--- src/rtl/rr_arb4_reg32.sv ---
// rr_arb4_reg32: four-source round-robin arbiter with a registered output stage.
//
// Each cycle the arbiter picks one of four producers (in1..in4) and captures the
// winner's word into a single output register. The output register has a valid/ready
// handshake toward the consumer. The 2-bit grant (sel) uses the shared 4-to-1 mux
// encoding: 00=in1, 01=in2, 10=in3, 11=in4.
//
// Ports:
//   clk        rising-edge clock
//   reset      asynchronous, active-high reset
//   in1..in4   source data words (WIDTH bits each)
//   valid      per-source valid, valid[0]=in1 .. valid[3]=in4
//   ready      per-source accept, at most one bit high
//   sel        current grant / mux select
//   out        registered winning word
//   out_valid  out holds an undelivered word
//   out_src    select code of the source that produced out
//   out_ready  consumer accepts out this cycle
//
// Optional feature, enabled with macro RR_ARB_CNT_EN:
//   cnt_clr    synchronous clear of all transfer counters (wins over increment)
//   cnt        four saturating 8-bit transfer counters, cnt[7:0]=in1 .. cnt[31:24]=in4
module rr_arb4_reg32 #(
    parameter int unsigned WIDTH = 32
) (
    input  logic             clk,
    input  logic             reset,
    input  logic [WIDTH-1:0] in1,
    input  logic [WIDTH-1:0] in2,
    input  logic [WIDTH-1:0] in3,
    input  logic [WIDTH-1:0] in4,
    input  logic [3:0]       valid,
    output logic [3:0]       ready,
    output logic [1:0]       sel,
    output logic [WIDTH-1:0] out,
    output logic             out_valid,
    output logic [1:0]       out_src,
`ifdef RR_ARB_CNT_EN
    input  logic             cnt_clr,
    output logic [31:0]      cnt,
`endif
    input  logic             out_ready
);

    logic [WIDTH-1:0] out_q;
    logic             out_valid_q;
    logic [1:0]       out_src_q;
    logic [1:0]       lg_q;

    logic [1:0]       grant;
    logic             grant_valid;
    logic [1:0]       idx;
    logic             load;
    logic             xfer;
    logic [WIDTH-1:0] word_sel;

    // Scan lg+1, lg+2, lg+3, lg (mod 4). The 2-bit add wraps naturally.
    always_comb begin
        grant_valid = 1'b0;
        grant       = lg_q;
        idx         = lg_q;
        for (int k = 1; k <= 4; k++) begin
            idx = lg_q + 2'(k);
            if (!grant_valid && valid[idx]) begin
                grant_valid = 1'b1;
                grant       = idx;
            end
        end
    end

    assign load = !out_valid_q || out_ready;
    assign xfer = grant_valid && load && !reset;

    always_comb begin
        ready = 4'b0000;
        if (xfer) begin
            ready = 4'b0001 << grant;
        end
    end

    // The pointer is already 11 during reset, but sel is forced to 00 explicitly.
    assign sel = reset ? 2'b00 : grant;

    always_comb begin
        case (grant)
            2'b00:   word_sel = in1;
            2'b01:   word_sel = in2;
            2'b10:   word_sel = in3;
            default: word_sel = in4;
        endcase
    end

    always_ff @(posedge clk or posedge reset) begin
        if (reset) begin
            out_q       <= '0;
            out_valid_q <= 1'b0;
            out_src_q   <= 2'b00;
            lg_q        <= 2'b11;
        end else if (xfer) begin
            // Covers both a plain fill and a same-edge drain+refill.
            out_q       <= word_sel;
            out_src_q   <= grant;
            out_valid_q <= 1'b1;
            lg_q        <= grant;
        end else if (out_ready) begin
            out_valid_q <= 1'b0;
        end
    end

    assign out       = out_q;
    assign out_valid = out_valid_q;
    assign out_src   = out_src_q;

`ifdef RR_ARB_CNT_EN
    logic [3:0][7:0] cnt_q;

    always_ff @(posedge clk or posedge reset) begin
        if (reset) begin
            cnt_q <= '0;
        end else if (cnt_clr) begin
            cnt_q <= '0;
        end else if (xfer && (cnt_q[grant] != 8'hFF)) begin
            cnt_q[grant] <= cnt_q[grant] + 8'd1;
        end
    end

    assign cnt = cnt_q;
`endif

endmodule

--- config.mk ---
export PLATFORM = sky130hd
export DESIGN_NAME = rr_arb4_reg32
export DESIGN_NICKNAME = d
export VERILOG_FILES = /design/src/rtl/rr_arb4_reg32.sv
export SDC_FILE = /design/constraint.sdc
export NUM_CORES = 1
export LEC_CHECK = 0
export BUFFER_PORTS_ARGS = -buffer_cell sky130_fd_sc_hd__clkbuf_2
export CORE_MARGIN = 4
export CORE_UTILIZATION = 40
export CTS_CLUSTER_DIAMETER = 30
export DETAILED_ROUTE_END_ITERATION = 10
export PLACE_DENSITY = 0.78
export SYNTH_ARGS = -nofsm -noshare
export SYNTH_HDL_FRONTEND = slang
export SYNTH_SLANG_ARGS = --single-unit
--- constraint.sdc ---
create_clock -name clk -period 1.87 [get_ports clk]
set_input_delay 0.2805 -clock clk [delete_from_list [all_inputs] [get_ports clk]]
set_output_delay 0.2805 -clock clk [all_outputs]
set_load 0.05 [all_outputs]
==> flow_summary.toml <==
[clocking]
clock_latency_ns = 0.29
clk_path_buf_depth = 2
h-tree-depth = 2
cts_buffers = 5
root_buffer = "clkbuf_8"
clk_pin_slew_worst_paths_ns = 0.08
cts_tree = "yes"
clock-sinks = 37

[sta]
min_period_over_period_pct = 117
setup_viol = 31
final.setup.tns_ns = -2.49
setup_slack_ns = -0.323
slew_violations = 0
max_freq_mhz = 456
period_needed_ns = 2.19
rsz0062_at_grt = "yes"
slew_headroom_pct = 75.1
hold_viol_final = 0
timing.hold.ws_ns = 0.0880
tightest_slew_ns = 0.373
finClkSkew_ns = 0.00646

[critical_path]
critical_path_arrival_ns = 1.91
critPathKind = "reg2out"
crit_required_ns = 1.59
critical_path.endpoint_type = "primary output"
cp-start-kind = "flip-flop"
cp_max_fo = 7

[power_and_ir_drop]
total_switching_power_mw = 2.97
ir_worst_vdd_uv = 735
leakagePower_nw = 2.21
power_density_mw_per_mm2 = 1360
seq_power_share_pct = 22.2
p_int_mw = 3.02
swShare_pct = 49.6
p_comb_share_pct = 64.0
p_clk_share_pct = 13.8

[place]
dpl.cell_count = 569
numPortBuffers = 175
dpl.hpwl_um = 7390
gp_congestion = 0.778
pre_cts_ws_ns = -0.166

[synthesis]
yosys-top-cells-count = "nand2_1 (37), dfrtp_1 (35)"
synth-seq-cells = 37
synthTopCellsByArea = "dfrtp_1 (31%), mux2i_1 (11%), a211o_1 (9.8%), o31ai_1 (8.4%), nand4_1 (7.0%)"
yosys.area.top_type_share_pct = 30.6
synth.most_common_cell = "nand2_1"
syn-cell-area_mm2 = 0.00286
avgSynthCellArea_um2 = 9.42
yosysSeqAreaShare_pct = 32.4
synth_edf_count = 0
synth.distinct_cells = 33
synth_cells = 304
async_reset_ff_share_pct = 100
yosysWarnings = 0
synth_flop_cell = "dfrtp_1"
syn-num-nets = 439
yosysTopAreaCell = "dfrtp_1"

[floorplan]
dieArea_mm2 = 0.00858
ios = 176
die_w_um = 92.6
die_h_um = 92.6
core_mm2 = 0.00687
initial_core_util_pct = 41.7
rows = 30

[finish]
nFillCells = 588
antenna_cells = 0
finalNonFillerCells = 589
drive_above_1_share_pct = 53.8
fin_nets = 627
synthToLayoutAreaGrowth_pct = 54.3

[global_route]
grt_max_degree = 34
grt_pass1_wl_um = 16300
antenna_found_initial = 0
grt_pass1_vias = 3399
busiest_layer = "met2"
met2_usage_pct = 42.5
gr-total-overflow = 0
track_usage_pct = 23.4
grtUsageMet1_pct = 27.6
met3_usage_pct = 5.20

[drt]
wirelength_um = 10700
post-route-drc-count = 0
postRouteAntennaNets = 0
num_vias = 3301
vias_per_cell = 5.60
wire_per_inst_um = 18.1
drtIter0Drc = 191
first_pass_iters = 6

[job]
maxCapViolCount = 0

[run_status]
violations = "negative setup slack"
status = "complete, but fails checks"

[min_path]
hold_class = "in2async"
registers in the layout, indices dropped and copies added (netlist names):
signal     flops
out_src        2
out           32
out_valid      1
lg_q           2
stage by stage:
stage,instance area (µm²),util [%],power [mW]
2_1_floorplan,2940,-,3.93
6_report,4420,64.3,6.00
3_5_place_dp,3970,57.8,4.78
4_1_cts,4250,61.9,5.77
5_1_grt,4420,64.3,6.31
3_3_place_gp,3970,57.8,4.70
placed cells by master, fill, tap and decap left out, types with 10 or more instances in the layout:
cell type / instances
nand2_1: 36
dfrtp_1: 35
o211ai_2: 10
nand4_1: 32
mux2i_1: 27
a211o_1: 32
buf_4: 31
clkbuf_2: 169
o211ai_1: 22
o31ai_1: 29
cell type report:
type	count	area, µm²	area share (%)
clock buffers	5	68.8	1.56
clock inverters	3	65.1	1.47
inverters	2	10.0	0.227
multi-input cells	227	1830	41.4
flip-flops and latches	37	928	21.0
well taps	96	120	2.72
repair buffers	219	1400	31.6
logic make-up after synthesis:
family                 Yosys count  share of synthesized area, %
AO/OA/AOI/OAI                  107                          32.0
flip-flops                      37                          32.4
buffers and inverters           40                          7.99
multiplexers                    32                          11.2
AND/OR/NAND/NOR                 88                          16.4
power by group through the flow:
stage | Sequential, mW | Combinational, mW | Clock (mW)
2_1_floorplan | 2.41 | 1.52 | 0
6_report | 1.33 | 3.84 | 0.827
5_1_grt | 1.37 | 4.05 | 0.891
3_5_place_dp | 1.35 | 3.43 | 0
3_3_place_gp | 1.34 | 3.37 | 0
4_1_cts | 1.33 | 3.59 | 0.850
critical path, stage by stage (launching register included):
cell and delay, ns:
dfstp_2 0.60, a21oi_1 0.12, a31o_1 0.24, o32ai_4 0.18
buf_6 0.17, nand2_8 0.05, nor2_4 0.11, buf_8 0.15
final timing paths:
check	cells after the start	end	slack [ns]	start
setup / recovery	7	ready[1]	-0.32	lg_q[1]
hold / removal	3	out[25]	0.09	reset
setup reg to reg	9	out[24]	-0.09	lg_q[1]
hold reg to reg	2	out[1]	0.50	out[1]
max in group asynchronous	3	lg_q[1]	1.51	reset
min in group clk	3	out[5]	0.29	in2[5]
per-layer routing:
layer	vias to the layer above	wire length [µm]	share of wire [%]
met1	1552	4190	39
met5	-	0	0
met4	0	180	1.7
met2	162	5490	51
li1	1570	-	-
met3	17	798	7.5
repair_timing:
item / 4_1_cts / 5_1_grt
buffers inserted: 5 / 8
pin swaps: 4 / 4
hold buffers: 0 / 0
endpoints found under the setup margin: 38 / 38
gates cloned: 0 / 2
resized for setup: 25 / 21
Power figures use the tool's default switching activity.
